## config.mk

```make
export PLATFORM = sky130hd
export DESIGN_NAME = scan_sequencer
export DESIGN_NICKNAME = d
export VERILOG_FILES = /design/src/rtl/scan_sequencer.sv
export SDC_FILE = /design/constraint.sdc
export NUM_CORES = 1
export LEC_CHECK = 0
export CAP_MARGIN = 20
export CORE_MARGIN = 3
export CORE_UTILIZATION = 30
export DETAILED_ROUTE_END_ITERATION = 8
export PLACE_DENSITY = 0.61
export SLEW_MARGIN = 10
export SYNTH_ARGS = -nofsm -noshare
export SYNTH_HDL_FRONTEND = slang
export SYNTH_SLANG_ARGS = --single-unit
```

## constraint.sdc

```tcl
create_clock -name clk -period 4.8 [get_ports clk]
set_input_delay 1.2 -clock clk [delete_from_list [all_inputs] [get_ports clk]]
set_output_delay 1.2 -clock clk [all_outputs]
set_load 0.1 [all_outputs]
```

## src/rtl/scan_sequencer.sv

```systemverilog
// Channel scan sequencer feeding a 3-to-8 one-hot decoder: steps sel through 0..last_ch,
// holding sel_en high for a programmable dwell with a fixed blanking gap before each channel.
module scan_sequencer #(
  parameter int DWELL_W   = 16,
  parameter int BLANK_CYC = 2
) (
  input  logic               clk,
  input  logic               rst,
  input  logic               start,
  input  logic               stop,
  input  logic               mode_cont,
  input  logic [2:0]         last_ch,
  input  logic [DWELL_W-1:0] dwell,
  output logic [2:0]         sel,
  output logic               sel_en,
  output logic               ch_strobe,
  output logic               frame_done,
  output logic               busy
);

  typedef enum logic [1:0] {IDLE, BLANK, DWELL} state_t;

  localparam int BLANK_W = (BLANK_CYC > 1) ? $clog2(BLANK_CYC) : 1;
  localparam logic [BLANK_W-1:0] BLANK_LAST = BLANK_W'((BLANK_CYC > 0) ? BLANK_CYC - 1 : 0);

  state_t               state_q, state_d;
  logic [2:0]           sel_q, sel_d;
  logic                 sel_en_q, sel_en_d;
  logic                 ch_strobe_q, ch_strobe_d;
  logic                 frame_done_q, frame_done_d;
  logic                 busy_q, busy_d;
  logic [BLANK_W-1:0]   blank_cnt_q, blank_cnt_d;
  logic [DWELL_W-1:0]   dwell_cnt_q, dwell_cnt_d;
  logic [DWELL_W-1:0]   dwell_q, dwell_d;
  logic [2:0]           last_ch_q, last_ch_d;
  logic                 mode_cont_q, mode_cont_d;
  logic                 enter_ch;

  always_comb begin
    state_d      = state_q;
    sel_d        = sel_q;
    sel_en_d     = sel_en_q;
    ch_strobe_d  = 1'b0;
    frame_done_d = 1'b0;
    busy_d       = busy_q;
    blank_cnt_d  = blank_cnt_q;
    dwell_cnt_d  = dwell_cnt_q;
    dwell_d      = dwell_q;
    last_ch_d    = last_ch_q;
    mode_cont_d  = mode_cont_q;
    enter_ch     = 1'b0;

    case (state_q)
      IDLE: begin
        if (start && !stop) begin
          last_ch_d   = last_ch;
          mode_cont_d = mode_cont;
          dwell_d     = (dwell == '0) ? DWELL_W'(1) : dwell;
          sel_d       = 3'd0;
          busy_d      = 1'b1;
          enter_ch    = 1'b1;
        end
      end
      BLANK: begin
        if (stop) begin
          state_d  = IDLE;
          sel_en_d = 1'b0;
          busy_d   = 1'b0;
        end else if (blank_cnt_q == '0) begin
          state_d     = DWELL;
          sel_en_d    = 1'b1;
          ch_strobe_d = 1'b1;
          dwell_cnt_d = dwell_q - DWELL_W'(1);
        end else begin
          blank_cnt_d = blank_cnt_q - BLANK_W'(1);
        end
      end
      DWELL: begin
        if (stop) begin
          state_d  = IDLE;
          sel_en_d = 1'b0;
          busy_d   = 1'b0;
        end else if (dwell_cnt_q != '0) begin
          dwell_cnt_d = dwell_cnt_q - DWELL_W'(1);
        end else if (sel_q != last_ch_q) begin
          sel_d    = sel_q + 3'd1;
          enter_ch = 1'b1;
        end else begin
          frame_done_d = 1'b1;
          if (mode_cont_q) begin
            sel_d    = 3'd0;
            enter_ch = 1'b1;
          end else begin
            state_d  = IDLE;
            sel_en_d = 1'b0;
            busy_d   = 1'b0;
          end
        end
      end
      default: begin
        state_d  = IDLE;
        sel_en_d = 1'b0;
        busy_d   = 1'b0;
      end
    endcase

    // Every new channel starts with its blanking gap, or directly in dwell when there is none.
    if (enter_ch) begin
      if (BLANK_CYC == 0) begin
        state_d     = DWELL;
        sel_en_d    = 1'b1;
        ch_strobe_d = 1'b1;
        dwell_cnt_d = dwell_d - DWELL_W'(1);
      end else begin
        state_d     = BLANK;
        sel_en_d    = 1'b0;
        blank_cnt_d = BLANK_LAST;
      end
    end
  end

  always_ff @(posedge clk) begin
    if (rst) begin
      state_q      <= IDLE;
      sel_q        <= 3'd0;
      sel_en_q     <= 1'b0;
      ch_strobe_q  <= 1'b0;
      frame_done_q <= 1'b0;
      busy_q       <= 1'b0;
      blank_cnt_q  <= '0;
      dwell_cnt_q  <= '0;
      dwell_q      <= '0;
      last_ch_q    <= 3'd0;
      mode_cont_q  <= 1'b0;
    end else begin
      state_q      <= state_d;
      sel_q        <= sel_d;
      sel_en_q     <= sel_en_d;
      ch_strobe_q  <= ch_strobe_d;
      frame_done_q <= frame_done_d;
      busy_q       <= busy_d;
      blank_cnt_q  <= blank_cnt_d;
      dwell_cnt_q  <= dwell_cnt_d;
      dwell_q      <= dwell_d;
      last_ch_q    <= last_ch_d;
      mode_cont_q  <= mode_cont_d;
    end
  end

  assign sel        = sel_q;
  assign sel_en     = sel_en_q;
  assign ch_strobe  = ch_strobe_q;
  assign frame_done = frame_done_q;
  assign busy       = busy_q;

endmodule

```

# [After elaboration in Yosys (flattened, before gate mapping)]
# Index checks and enable logic that the tools add are counted.
[classes] n_addsub=4 eq_ne=21 n_mux=42 n_bitwise=3 reduce_logical=18
[op_table] cell="16-bit two-way mux" count=5
[op_table] cell="16-bit case mux with 2 select lines" count=1
[op_table] cell="16-bit by 1-bit subtractor with 16-bit output, second input constant" count=2
[op_table] cell="5-bit AND reduction" count=5
[op_table] cell="1-bit two-way mux" count=20
[op_table] cell="16-bit logical NOT" count=1
[op_table] cell="2-bit != test, second input constant" count=8
[op_table] cell="4-bit != test, second input constant" count=4
[op_table] cell="16-bit nonzero test" count=1
[op_table] cell="3-bit two-way mux" count=5
[op_table] cell="3-bit != test, second input constant" count=5
[op_table] cell="2-bit two-way mux" count=6
[op_table] cell="1-bit case mux with 3 select lines" count=2
[op_table] cell="2-bit case mux with 3 select lines" count=1
[op_table] cell="3-bit case mux with 2 select lines" count=1
[op_table] cell="2-bit nonzero test" count=3
[op_table] cell="2-bit AND reduction" count=2
[op_table] cell="4-bit OR reduction" count=1
[op_table] cell="3-bit by 1-bit adder with 3-bit output, second input constant" count=1
[op_table] cell="3-bit != test" count=1
[op_table] cell="1-bit NOT" count=3
[op_table] cell="3-bit OR reduction" count=1
[op_table] cell="2-bit by 1-bit equality test with 1-bit output, second input constant" count=1
[op_table] cell="2-bit equality test, second input constant" count=1
[op_table] cell="7 further kinds" count=7
[word_totals] reg_bits=46 input_bits=24 output_inout_bits=7 wordCells=100

# [Logic depth before layout (Yosys ltp)]
[depth] word_depth=7 mapped_depth=14 ltp_nobuf=10

# [Worst setup path after synthesis]
# OpenSTA, ideal clock, no wires.
[synth_path] kind="flip-flop to flip-flop" start="reg state_q[1]" end="reg dwell_cnt_q[14]" setup_ns=0.132 t_arrival_ns=3.181 required_ns=4.668 path_slack_ns=1.487 path_stages_with_launch=13 n_path_buf=3 synth_period_minus_slack_ns=3.313 cell_sequence="dfxtp_1 > nand2b_1 > buf_6 > clkbuf_1 > clkbuf_1 > mux2i_1 > ha_1 > nor4b_1 > a22oi_1 > nor3_1 > o21ai_0 > a21oi_1 > a21oi_1"
[synth_between] elab_chain_cells=3
[synth_rtl] item="start: declaration" line="26" source="state_t state_q, state_d;"
[synth_rtl] item="start signal: assignment" line="136" source="state_q <= state_d;"
[synth_rtl] item="2-bit equality test or 2-bit by 1-bit equality test with 1-bit output (tied branches)" line="53" source="case (state_q)"
[synth_rtl] item="2-bit != test (no source line) or 2-bit nonzero test (tied branches)"
[synth_rtl] item="5-bit AND reduction (no source line)"
[synth_rtl] item="end signal: assignment" line="143" source="dwell_cnt_q <= dwell_cnt_d;"
[synth_rtl] item="end: declaration" line="33" source="logic [DWELL_W-1:0] dwell_cnt_q, dwell_cnt_d;"
# Several ways; a longest one is shown, not always the timed one.
# A chain may end at the register's enable or synchronous reset.

# [Worst setup path in the final report]
[layout_path] start="reg state_q[0]" end="reg dwell_cnt_q[14]"
# The elaborated chain is that of the path after synthesis.

==> impl_metrics.ini <==
[timing]
rsz0062_at_grt = no
slew_violations = 0
timing.final.crit_share_pct = 67.09
whs_ns = 0.4638
max_freq_mhz = 310.5
setup_viol = 0
worst_slack_ns = 1.580
setup_tns_ns = 0
tightestPinTransition_ns = 0.9680
period_needed_ns = 3.220
hold_viol = 0
relSlewSlack_pct = 35.26
finalClockSkew_ns = 0.008774

[cells_and_area]
layout_common_cells = nand2_1 (68), a21oi_1 (46), dfxtp_1 (45), nor2_1 (30), clkdlybuf4s50_1 (30)
nets = 367
final_area_um2 = 2877
num-fill-cells = 760
layout_commonest_cell = nand2_1
stdcell_count = 441
finish.utilization_pct = 38.43
antennaDiodeCount = 0
area_delta_synth_final_pct = 20.37
drive_gt1_share_pct = 6.140

[setup_path]
r2r_setup_slack_ns = 1.58
cp_max_fo = 11
reg2reg_to = dwell_cnt_q[14]
cp_top_family = simple AND/OR/NAND/NOR gates
crit_buf_inv = 1
cp_common_cell = a21oi_1
path_cells = nand2b_1 -> buf_4 -> mux2i_1 -> ha_1 -> nor4b_1 -> a22oi_1 -> nor3_1 -> o21ai_0 -> a21oi_1 -> a21oi_1
worstSetupStartpointType = register
slowest_delay_ns = 0.53
setup.worst_path.end_class = register
r2r_start = state_q[0]
critPathSlowestCell = dfxtp_1
arrival_ns = 3.39
worstSetupPathType = reg2reg
r2r_cells = 10
crit_required_ns = 4.97

[min_path]
min_from = mode_cont_q
min_path_cells = 2
hp-class = reg2reg
holdPathEnd = mode_cont_q

[synthesis]
yosys_warnings = 0
syn-num-nets = 342
ys_async_sr_fraction_pct = 0
synth_area_um2 = 2390
synth_top_flop_cell = dfxtp_1
yosysSeqAreaShare_pct = 37.70
syn-instance-count = 316
ys_ff_latch = 45
syn-mean-instance-area_um2 = 7.563
synthDistinctLibCells = 51
synth_edf_count = 0

[detailed_routing]
wirelength_um = 6081
ant_nets = 0
dr.pass1.iters = 4
via_per_inst = 5.286
num_vias = 2331
drc = 0
avgRoutedWirePerCell_um = 13.79
first_iter_violations = 197

[run_status]
status = finished clean

[global_routing]
grt_first_pass_wirelength_um = 10240
grt_max_degree = 48
grt_pass1_vias = 2071
antenna_found_initial = 0
grt.overflow.total = 0
grt_usage_pct = 14.34

[place]
dp_hpwl_um = 4326
dp_cells = 433
portBuffers = 30
finalWeightedCongestion = 0.8697
dp_slack_ns = 1.547
place_area_um2 = 2789

[floorplan]
die_y_um = 95.25
pin_count = 31
die_x_um = 95.25
die_area_um2 = 9073
initial_core_util_pct = 31.92
core-area_um2 = 7486
fp-row-count = 31

[cts]
worstSkewPairLatency_ns = 0.30
htree_levels = 2
cts.sinks = 45
cts_root_buffer = clkbuf_8
cts_tree = built
cts_resized = 0
cts_made_buffers = 5
postCtsSetupRepairBufs = 0
cts_hold_buf = 0
cts.reportedPaths.clkPinSlew_ns = 0.09
clockBufferDepth = 2

[power_and_ir_drop]
ir_drop_uv = 134.1
leakagePower_nw = 1.009
power.density_nw_per_um2 = 277.0
power_uw = 796.8

[flow_run]
drv_cap = 0
-- flip-flops by register name, summed over array words and instances (netlist names) --
signal and count:
dwell_cnt_q 16, state_q 2, frame_done 1, mode_cont_q 1, last_ch_q 3, dwell_q 16
blank_cnt_q 1, sel 3, busy 1, ch_strobe 1
-- cells in the mapped netlist, drive strengths merged (2+ instances only) --
cell | number | area (um2)
nor2b | 3 | 18.77
a211oi | 3 | 22.52
o211ai | 2 | 15.01
a21oi | 46 | 230.2
nand4 | 2 | 12.51
clkbuf | 16 | 60.06
buf | 3 | 23.77
nand3 | 2 | 10.01
nand2b | 2 | 12.51
a22oi | 4 | 30.03
or4b | 2 | 20.02
mux2i | 7 | 70.07
nor2 | 30 | 112.6
or4 | 2 | 15.01
dfxtp | 45 | 900.9
or2 | 2 | 12.52
xor2 | 2 | 17.52
a22o | 3 | 26.28
ha | 2 | 25.02
nand3b | 3 | 22.52
mux2 | 2 | 22.52
xnor2 | 5 | 43.79
o21ai | 12 | 60.06
nor4 | 7 | 43.79
o22ai | 2 | 12.51
nor3 | 15 | 75.07
nor4b | 4 | 50.05
nand2 | 68 | 255.2
a21o | 3 | 22.52
-- final cells by class --
class	count	area, um2	area share [%]
multi-input combinational	252	1411	49.06
timing repair buffer	37	352.8	12.27
tap	99	123.9	4.306
clock buffer	6	72.57	2.523
clock inverter	2	15.01	0.5220
sequential	45	900.9	31.32
-- routing by layer --
| layer | vias up | wire, um | global-route usage [%] |
|---|---|---|---|
| met1 | 1075 | 2978 | 20.65 |
| met3 | 4 | 356 | 2.447 |
| li1 | 1182 | - | - |
| met2 | 70 | 2696 | 21.75 |
| met5 | - | 0 | 0 |
| met4 | 0 | 49 | 4.327 |
-- how the worst max path moves through the flow --
stage / start / endpoint / slack (ns) / cells after the start
2_1_floorplan: state_q[1] / dwell_cnt_q[14] / 1.49 / 12
3_3_place_gp: stop / sel[2] / 1.59 / 7
3_5_place_dp: stop / sel[2] / 1.55 / 7
4_1_cts: state_q[1] / sel_en / 1.60 / 1
5_1_grt: state_q[0] / dwell_cnt_q[8] / 1.36 / 10
6_report: state_q[0] / dwell_cnt_q[14] / 1.58 / 10
-- power by group --
group | switching, mW | internal [mW]
Clock | 0.134 | 0.103
Combinational | 0.0905 | 0.0662
Sequential | 0.0160 | 0.387
-- worst register-to-register path, stage by stage (launching register included) --
cell,delay [ns]
dfxtp_1,0.53
nand2b_1,0.35
buf_4,0.26
mux2i_1,0.35
ha_1,0.34
nor4b_1,0.41
a22oi_1,0.19
nor3_1,0.33
o21ai_0,0.13
a21oi_1,0.15
a21oi_1,0.07
-- logic make-up after synthesis --
logic type,count (synthesis),share of synthesized area (%)
AO/OA/AOI/OAI,87,21.94
flip-flops,45,37.70
multiplexers,9,3.874
adder cells (fa/ha/maj),2,1.047
XOR/XNOR,7,2.565
AND/OR/NAND/NOR,147,29.37
buffers and inverters,19,3.508
Power figures use the tool's default switching activity.
